--- config.mk ---
export PLATFORM = sky130hd
export DESIGN_NAME = mem_byte_seq
export DESIGN_NICKNAME = d
export VERILOG_FILES = /design/src/rtl/mem_byte_seq.sv
export SDC_FILE = /design/constraint.sdc
export NUM_CORES = 1
export LEC_CHECK = 0
export CELL_PAD_IN_SITES_DETAIL_PLACEMENT = 0
export CELL_PAD_IN_SITES_GLOBAL_PLACEMENT = 1
export CORE_MARGIN = 3
export CORE_UTILIZATION = 28
export CTS_CLUSTER_SIZE = 40
export DETAILED_ROUTE_END_ITERATION = 12
export DONT_BUFFER_PORTS = 1
export PLACE_DENSITY = 0.6
export SETUP_SLACK_MARGIN = 0.02
export SYNTH_ARGS = -nofsm -noshare
export SYNTH_HDL_FRONTEND = slang
export SYNTH_SLANG_ARGS = --single-unit
--- constraint.sdc ---
create_clock -name clk -period 5.3 [get_ports clk]
set_input_delay 1.06 -clock clk [delete_from_list [all_inputs] [get_ports clk]]
set_output_delay 1.06 -clock clk [all_outputs]
set_load 0.02 [all_outputs]
--- src/rtl/mem_byte_seq.sv ---
// Byte-serial load/store sequencer sharing one 8-bit RAM port between fetch and data.
// Optional: define ROUND_ROBIN_EN for alternating grant on simultaneous requests.
module mem_byte_seq #(
    parameter int ADDR_W = 13
) (
    input  logic              clk,
    input  logic              rst,
    input  logic              if_req,
    input  logic [31:0]       if_addr,
    output logic              if_done,
    output logic [31:0]       if_rdata,
    input  logic              d_req,
    input  logic              d_we,
    input  logic [2:0]        d_num,
    input  logic [31:0]       d_addr,
    input  logic [31:0]       d_wdata,
    output logic              d_done,
    output logic [31:0]       d_rdata,
    output logic [ADDR_W-1:0] ram_addr,
    output logic              ram_we,
    output logic [7:0]        ram_wdata,
    input  logic [7:0]        ram_rdata,
    output logic              busy
);

    typedef enum logic [1:0] {IDLE, ACCESS, TAIL, DONE} state_t;

    state_t            state, state_nx;
    logic [ADDR_W-1:0] base_q, addr_q, acc_addr;
    logic [1:0]        cnt_q, last_q, cnt_m1, size_last;
    logic              we_q, own_d_q, sgn_q;
    logic [31:0]       wdata_q, asm_q, if_rdata_q, d_rdata_q;
    logic [31:0]       word_fin, load_word;
    logic              grant_d, req_any;
    logic              unused_addr_bits;

    assign unused_addr_bits = ^{d_addr[31:ADDR_W], if_addr[31:ADDR_W]};

    assign req_any = d_req | if_req;

`ifdef ROUND_ROBIN_EN
    // Last granted requester; starts as fetch so data wins the first tie.
    logic last_d_q;

    always_ff @(posedge clk or posedge rst) begin
        if (rst) begin
            last_d_q <= 1'b0;
        end else if (state == IDLE && req_any) begin
            last_d_q <= grant_d;
        end
    end

    assign grant_d = d_req & (~if_req | ~last_d_q);
`else
    assign grant_d = d_req;
`endif

    // Index of the final byte: word 3, half 1, everything else a single byte.
    always_comb begin
        size_last = 2'd0;
        case (d_num)
            3'b000:         size_last = 2'd3;
            3'b001, 3'b010: size_last = 2'd1;
            default:        size_last = 2'd0;
        endcase
    end

    assign acc_addr = base_q + ADDR_W'(cnt_q);
    assign cnt_m1   = cnt_q - 2'd1;

    always_comb begin
        state_nx = state;
        case (state)
            IDLE:    if (req_any) state_nx = ACCESS;
            ACCESS:  if (cnt_q == last_q) state_nx = we_q ? DONE : TAIL;
            TAIL:    state_nx = DONE;
            DONE:    state_nx = IDLE;
            default: state_nx = IDLE;
        endcase
    end

    always_ff @(posedge clk or posedge rst) begin
        if (rst) state <= IDLE;
        else     state <= state_nx;
    end

    // Last byte arrives from the RAM during TAIL; merge it before extending.
    always_comb begin
        word_fin = asm_q;
        word_fin[{last_q, 3'b000} +: 8] = ram_rdata;
        case (last_q)
            2'd3:    load_word = word_fin;
            2'd1:    load_word = sgn_q ? {{16{word_fin[15]}}, word_fin[15:0]}
                                       : {16'h0000, word_fin[15:0]};
            default: load_word = sgn_q ? {{24{word_fin[7]}}, word_fin[7:0]}
                                       : {24'h000000, word_fin[7:0]};
        endcase
    end

    always_ff @(posedge clk or posedge rst) begin
        if (rst) begin
            base_q     <= '0;
            addr_q     <= '0;
            cnt_q      <= 2'd0;
            last_q     <= 2'd0;
            we_q       <= 1'b0;
            own_d_q    <= 1'b0;
            sgn_q      <= 1'b0;
            wdata_q    <= 32'h0;
            asm_q      <= 32'h0;
            if_rdata_q <= 32'h0;
            d_rdata_q  <= 32'h0;
        end else begin
            case (state)
                IDLE: begin
                    if (req_any) begin
                        base_q  <= grant_d ? d_addr[ADDR_W-1:0] : if_addr[ADDR_W-1:0];
                        own_d_q <= grant_d;
                        we_q    <= grant_d & d_we;
                        wdata_q <= d_wdata;
                        cnt_q   <= 2'd0;
                        last_q  <= grant_d ? size_last : 2'd3;
                        sgn_q   <= grant_d & (d_num == 3'b001 || d_num == 3'b011);
                    end
                end
                ACCESS: begin
                    addr_q <= acc_addr;
                    // Read data lags the address by one cycle.
                    if (cnt_q != 2'd0) asm_q[{cnt_m1, 3'b000} +: 8] <= ram_rdata;
                    if (cnt_q != last_q) cnt_q <= cnt_q + 2'd1;
                end
                TAIL: begin
                    if (own_d_q) d_rdata_q  <= load_word;
                    else         if_rdata_q <= load_word;
                end
                default: ;
            endcase
        end
    end

    assign ram_we    = (state == ACCESS) && we_q;
    assign ram_addr  = (state == ACCESS) ? acc_addr : addr_q;
    assign ram_wdata = ram_we ? wdata_q[{cnt_q, 3'b000} +: 8] : 8'h00;
    assign d_done    = (state == DONE) && own_d_q;
    assign if_done   = (state == DONE) && !own_d_q;
    assign d_rdata   = d_rdata_q;
    assign if_rdata  = if_rdata_q;
    assign busy      = (state != IDLE);

endmodule

# Word level (Yosys, flattened, before mapping)
# Cells that the tools add are included.
[totals]
inputBits = 112
regBits = 163
output_inout_bits = 89
wordCells = 73
[classes]
n_bitwise = 4
add_sub_neg = 5
n_mux = 17
n_eq_ne = 13
shift = 5
reduce_logical = 17
[op_table]
columns = ["operator", "n"]
rows = [
  ["bitwise mux 32 bit", 2],
  ["two-way mux 32 bit", 2],
  ["one-hot mux 32 bit (2 select lines)", 1],
  ["variable shift 8 x 7 -> 32 bit, first input constant", 2],
  ["variable part select 8 x 7 -> 32 bit", 2],
  ["variable part select 32 x 6 -> 8 bit", 1],
  ["two-way mux 13 bit", 2],
  ["negator 5 -> 7 bit", 2],
  ["adder 13 x 2 -> 13 bit", 1],
  ["two-way mux 2 bit", 5],
  ["AND reduction 2 bit", 5],
  ["two-way mux 8 bit", 1],
  ["one-hot mux 2 bit (2 select lines)", 2],
  ["one-hot mux 2 bit (4 select lines)", 1],
  ["== test 2 bit, second input constant", 3],
  ["== test 3 x 2 -> 1 bit, second input constant", 2],
  ["inequality test 2 bit, second input constant", 3],
  ["nonzero test 2 bit", 3],
  ["== test 2 x 1 -> 1 bit, second input constant", 2],
  ["== test 3 x 1 -> 1 bit, second input constant", 1],
  ["logical AND 1 bit", 3],
  ["logical NOT 3 bit", 1],
  ["AND reduction 3 bit", 1],
  ["adder 2 x 1 -> 2 bit, second input constant", 1],
  ["11 further kinds", 12],
]

# Depth between registers and ports, before layout
# Gate-level depths: netlist of run 1.
[depth]
word_depth = 5
ltp_mapped = 8
mapped_depth_nobuf = 6

# Worst setup path before layout of run 1
# OpenSTA, ideal clock, no wires.
[synth_timing]
path_kind = "reg2out"
start = "register cnt_q[0]"
end = "output port ram_addr[12]"
arrival_time_ps = 1739
path_buffers = 0
path_stages_with_launch = 7
slack_ps = 2501
required_time_ps = 4240
path_cell_list = "dfrtp_1 ha_1 fa_1 nand2_1 nor4_1 xnor2_1 a21oi_1"
[synth_between]
elab_chain_cells = 2
[synth_rtl]
columns = ["element", "line_no", "rtl"]
rows = [
  ["start: declaration", "30", "logic [1:0] cnt_q, last_q, cnt_m1, size_last;"],
  ["start signal: assignment", "130", "if (cnt_q != last_q) cnt_q <= cnt_q + 2'd1;"],
  ["adder 13 x 2 -> 13 bit", "68", "assign acc_addr = base_q + ADDR_W'(cnt_q);"],
  ["two-way mux 13 bit", "n/a", ""],
  ["end: declaration", "19", "output logic [ADDR_W-1:0] ram_addr,"],
]
# Every way passes these cells.

# Final worst setup path of run 1
[layout_timing]
start = "register cnt_q[1]"
end = "output port ram_addr[7]"
# The elaborated chain is that of the path after synthesis.

==> impl_metrics.ini, run 1 <==
[timing]
rsz0062_at_grt = false
fin_crit_sh_pct = 72.0
max_clock_freq_ghz = 0.262
hold_violations = 0
finClkSkew_ns = 0.0110
setup-violations-final = 0
tightest_slew_ns = 1.12
tns_ns = 0
maxSlewViolCount = 0
timing.slew.headroom_pct = 25.4
finalCriticalPeriod_ns = 3.81

[power]
p_leak_nw = 3.55
power_mw = 5.83
ir_drop_v = 0.000303
power.density_nw_per_um2 = 691

[run]
maxCapViolations = 0

[final_layout]
layout.nets = 779
drive_above_1_share_pct = 14.2
syn_to_final_growth_pct = 11.4

[cts]
cts_setup_buffers = 0
htreeDepth = 4
root_buffer = clkbuf_16
clock_latency_ns = 0.42
clk_pin_slew_ns = 0.07
cts_tree = built
hold_buffers = 0
cts.path.max_buffers = 2
cts_resized = 0
numClockSinks = 163
numCtsBuffers = 17

[die]
initial_core_util_pct = 28.8
core_area_um2 = 26300
io_pins = 201
die_h_um = 170
rows = 59
die_w_um = 170
die_area_um2 = 29000

[critical_path]
worstSetupPathType = register to output pin
cpMostUsedCell = a21oi_1
cp.buffers_inverters = 0
cp_slowest_stage_delay_ns = 0.83
critPathArrivalTime_ns = 2.75
startpoint = cnt_q[1]
rr_startpoint = last_q[0]
cp.required_ns = 4.24
cpLargestDelayFamily = compound AO/OA/AOI/OAI gates
cp_slowest_cell = dfrtp_1
crit_end = ram_addr[7]
rr_worst_depth = 6
cp_cell_sequence = ha_1 -> a21oi_1 -> nor3b_1 -> xnor2_1 -> a21oi_1
crit_path_end_kind = output pin
reg2reg_to = d_rdata[23]
path_max_fanout = 15
worst-r2r-setup-slack_ns = 2.56
cp.depth = 5
start_kind = register

[logic_synthesis]
yosysWarnings = 0
ys_top_cells_by_count = dfrtp_1, o21ai_0, nand2_1, nor2_1, mux2_2
syn_nets = 802
syn-instance-count = 670
netlist_area_um2 = 7570
ys_top_cells_by_area = dfrtp_1, mux2_2, o21ai_0
synth_top_area_cell = dfrtp_1
netlist.area_leader.share_pct = 53.9
synth_seq_cells = 163
yosysMostFrequentCell = dfrtp_1
avgSynthCellArea_um2 = 11.3
synth.distinct_cells = 46
synth_ff_type = dfrtp_1
yosysSeqAreaShare_pct = 53.9
synth_edf_count = 0
async_flop_share_pct = 100

[place]
routabilityCongestion = 0.774
numPortBuffers = 0
dp_hpwl_um = 13900

[global_routing]
grt_max_degree = 97
use_met3_pct = 4.51
busiest_layer = met2
grt-ovfl-total = 0
grt_pass1_wl_um = 30800
gr-usage-met1_pct = 17.5
use_met2_pct = 22.2
antenna_found_initial = 1
grt_use_total_pct = 13.7
grt_pass1_vias = 5252

[detailed_routing]
vias = 5098
viasPerCell = 5.12
wirelength_um = 19700
drc = 0
postRouteAntennaNets = 0
wire_per_inst_um = 19.8
drt-pass1-iter-count = 5
drt-initial-drc-count = 376

[worst_hold_path]
hold_path_class = register to register

[status]
status = finished, final reports clean
==> stage by stage <==
| stage | cell area [µm²] | util (%) | hold slack, ns | setup WS [ns] | cells |
|---|---|---|---|---|---|
| final | 8430 | 32.1 | 0.487 | 1.49 | 996 |
| after global routing | 8430 | 32.1 | 0.512 | 1.27 | 996 |
| after CTS | 8430 | 32.1 | 0.496 | 1.35 | 995 |
| after detailed placement | 7850 | 29.9 | 0.481 | 1.82 | 963 |
| after global placement | 7850 | 29.9 | 0.451 | 1.86 | 963 |
| after floorplan | 7570 | - | 0.431 | 2.17 | 670 |
==> worst reg2reg max path, delay by kind of cell (launching register included) <==
family	cells	cell delay, ns
buffers and inverters	1	0.23
adders and majority gates	1	0.43
DFF	1	0.54
and+or+nand+nor	2	0.93
AOI/OAI and AO/OA	2	0.53
==> report_power, final <==
part	leakage, nW	switching, mW	internal [mW]
Sequential	2.00	0.730	1.84
Combinational	1.28	1.19	0.852
Clock	0.264	0.539	0.681
==> placed cells by master, fill, tap and decap left out, drive strengths merged, types with 4 or more instances in the layout <==
master,instances
mux4,8
nor2,53
nor4,6
and2,14
a22o,33
ha,19
mux2i,13
o22a,7
mux2,35
a21oi,25
clkinvlp,7
a221o,5
xnor2,12
dfrtp,163
a22oi,4
nand2,62
o21ai,75
nor2b,15
inv,13
a221oi,32
nand3,5
clkbuf,20
buf,8
==> registers in the layout (all words and copies together), names as in the netlist <==
name	count
asm_q	32
d_rdata	32
if_rdata	32
wdata_q	32
addr_q	13
base_q	13
cnt_q	2
last_q	2
state	2
own_d_q	1
sgn_q	1
we_q	1
==> per-layer routing <==
metal  vias to the layer above  wire, µm  part of all wire (%)
li1                       2375         -                     -
met1                      2546      8550                    43
met2                       164      9480                    48
met3                        13      1440                   7.3
met4                         0       218                   1.1
met5                         -         0                     0
==> cells by family (layout without fill, tap and decap cells) <==
| logic type | after synthesis | after routing | share of synthesized area, % |
|---|---|---|---|
| AOI/OAI and AO/OA | 189 | 189 | 17.3 |
| and+or+nand+nor | 169 | 169 | 11.2 |
| DFF | 163 | 163 | 53.9 |
| buffers and inverters | 60 | 50 | 3.45 |
| muxes | 56 | 56 | 9.31 |
| adders and majority gates | 20 | 20 | 3.40 |
| xor gates and xnor gates | 13 | 13 | 1.50 |
| other | 0 | 1 | 0 |
==> layout make-up <==
class / count / area [µm²]
Clock inverter: 12 / 121
Clock buffer: 20 / 457
Inverter: 10 / 41.3
Tap cell: 335 / 419
Antenna cell: 1 / 2.50
Timing Repair Buffer: 8 / 72.6
Sequential cell: 163 / 4080
Fill cell: 2683 / 17800
Multi-Input combinational cell: 447 / 3240
==> worst min path at each step <==
| stage | slack [ns] | endpoint | startpoint | cells after the start |
|---|---|---|---|---|
| 3_5_place_dp | 0.48 | we_q | we_q | 2 |
| 4_1_cts | 0.50 | we_q | we_q | 2 |
| 3_3_place_gp | 0.45 | we_q | we_q | 2 |
| 6_report | 0.49 | we_q | we_q | 2 |
| 2_1_floorplan | 0.43 | we_q | we_q | 2 |
| 5_1_grt | 0.51 | base_q[0] | base_q[0] | 2 |
Note: power is estimated with default switching activity, not from simulation.
==> inputs of run 2 (changes only) <==
clock period = 3.4 ns   (was 5.3 ns; I/O delays follow)
==> impl_metrics.ini, run 2 (synthesized netlist as in run 1, its figures left out) <==
[place]
routabilityCongestion = 0.771
placed_cell_area_um2 = 7930
dp_hpwl_um = 14100
numPortBuffers = 0

[final_layout]
syn_to_final_growth_pct = 12.6
mostFrequentLayoutCells = dfrtp_1, o21ai_0, nand2_1
drive_above_1_share_pct = 15.4
multi_input_area_um2 = 3240
area.sequential_um2 = 4080
utilization_pct = 32.4
final_area_um2 = 8520
fill_cells = 2640
layout.nets = 787
diodes = 0
final_common_cell = dfrtp_1

[worst_hold_path]
hold_path_class = input port to asynchronous set/reset pin

[cts]
cts_setup_buffers = 0
htreeDepth = 4
cts_tree = built
root_buffer = clkbuf_16
hold_buffers = 0
clock_latency_ns = 0.43
cts.path.max_buffers = 2
numClockSinks = 163
clk_pin_slew_ns = 0.07
numCtsBuffers = 17
cts_resized = 0

[detailed_routing]
wire_per_inst_um = 20.0
drc = 0
drt-initial-drc-count = 464
wirelength_um = 20100
postRouteAntennaNets = 0
viasPerCell = 5.15
drt-pass1-iter-count = 5
vias = 5162

[timing]
setup-violations-final = 0
rsz0062_at_grt = false
tightest_slew_ns = 1.21
max_clock_freq_ghz = 0.327
finalCriticalPeriod_ns = 3.06
timing.slew.headroom_pct = 19.0
hold_violations = 0
tns_ns = 0
finClkSkew_ns = 0.0124
maxSlewViolCount = 0
fin_crit_sh_pct = 89.9

[power]
power.density_nw_per_um2 = 1080
p_leak_nw = 3.60
ir_drop_v = 0.000586

[critical_path]
critPathArrivalTime_ns = 2.38
crit_path_end_kind = output pin
path_max_fanout = 4
worstSetupPathType = register to output pin
start_kind = register
worst-r2r-setup-slack_ns = 0.81
cp.required_ns = 2.72

[global_routing]
grt_pass1_wl_um = 31100
grt_max_degree = 71
grt-ovfl-total = 0
grt_pass1_vias = 5267
antenna_found_initial = 0
grt_use_total_pct = 13.8

[run]
maxCapViolations = 0

[die]
io_pins = 201
die_w_um = 170
core_area_um2 = 26300
die_area_um2 = 29000
initial_core_util_pct = 28.8
rows = 59
die_h_um = 170

[status]
status = finished, final reports clean
[run 2: layout make-up]
class                   count  area share (%)
flip-flops and latches    163            47.9
multi-input cells         447            38.0
clock buffers              17            4.99
well taps                 335            4.92
clock inverters            15            2.00
repair buffers             16            1.70
inverters                  10           0.485
[run 2: where the power goes]
part           switching, mW  internal (mW)
Sequential              1.11           2.86
Clock                  0.898           1.04
Combinational           1.92           1.39
Total                   3.93           5.30
[run 2: final timing paths]
check | start | endpoint | depth (start not counted)
worst min-delay path | rst | if_rdata[6] | 1
max in group asynchronous | rst | asm_q[27] | 2
min in group clk | d_req | last_q[0] | 1
worst max-delay path | cnt_q[0] | ram_addr[12] | 6
worst min register to register | we_q | we_q | 2
worst max register to register | last_q[0] | if_rdata[28] | 6
[run 2: metrics by stage]
step	hold WS (ns)	worst slack, ns	cells	total power [mW]
finish	0.299	0.343	1003	9.23
global route	0.345	0.171	1003	9.89
CTS	0.304	0.296	1003	9.37
detailed placement	0.465	0.768	971	7.39
global placement	0.456	0.781	971	7.23
floorplan	0.431	0.649	670	6.45
[run 2: layer usage]
metal / global-route usage [%] / routed length [µm]
met2: 22.2 / 9710
met4: 4.02 / 212
met1: 17.9 / 8290
met5: 0 / 0
met3: 4.62 / 1850
[run 2: critical path, cell delays in order (launching register included)]
cell	delay, ns
dfrtp_1	0.39
ha_1	0.21
fa_1	0.45
nand2_1	0.17
nor4_1	0.08
xnor2_1	0.15
a21oi_1	0.50
==> inputs of run 3 (changes only) <==
SLEW_MARGIN = 10   (was not set)
==> results of run 3 <==
Same layout as run 2: the final DEF is identical, and so are final timing and power.
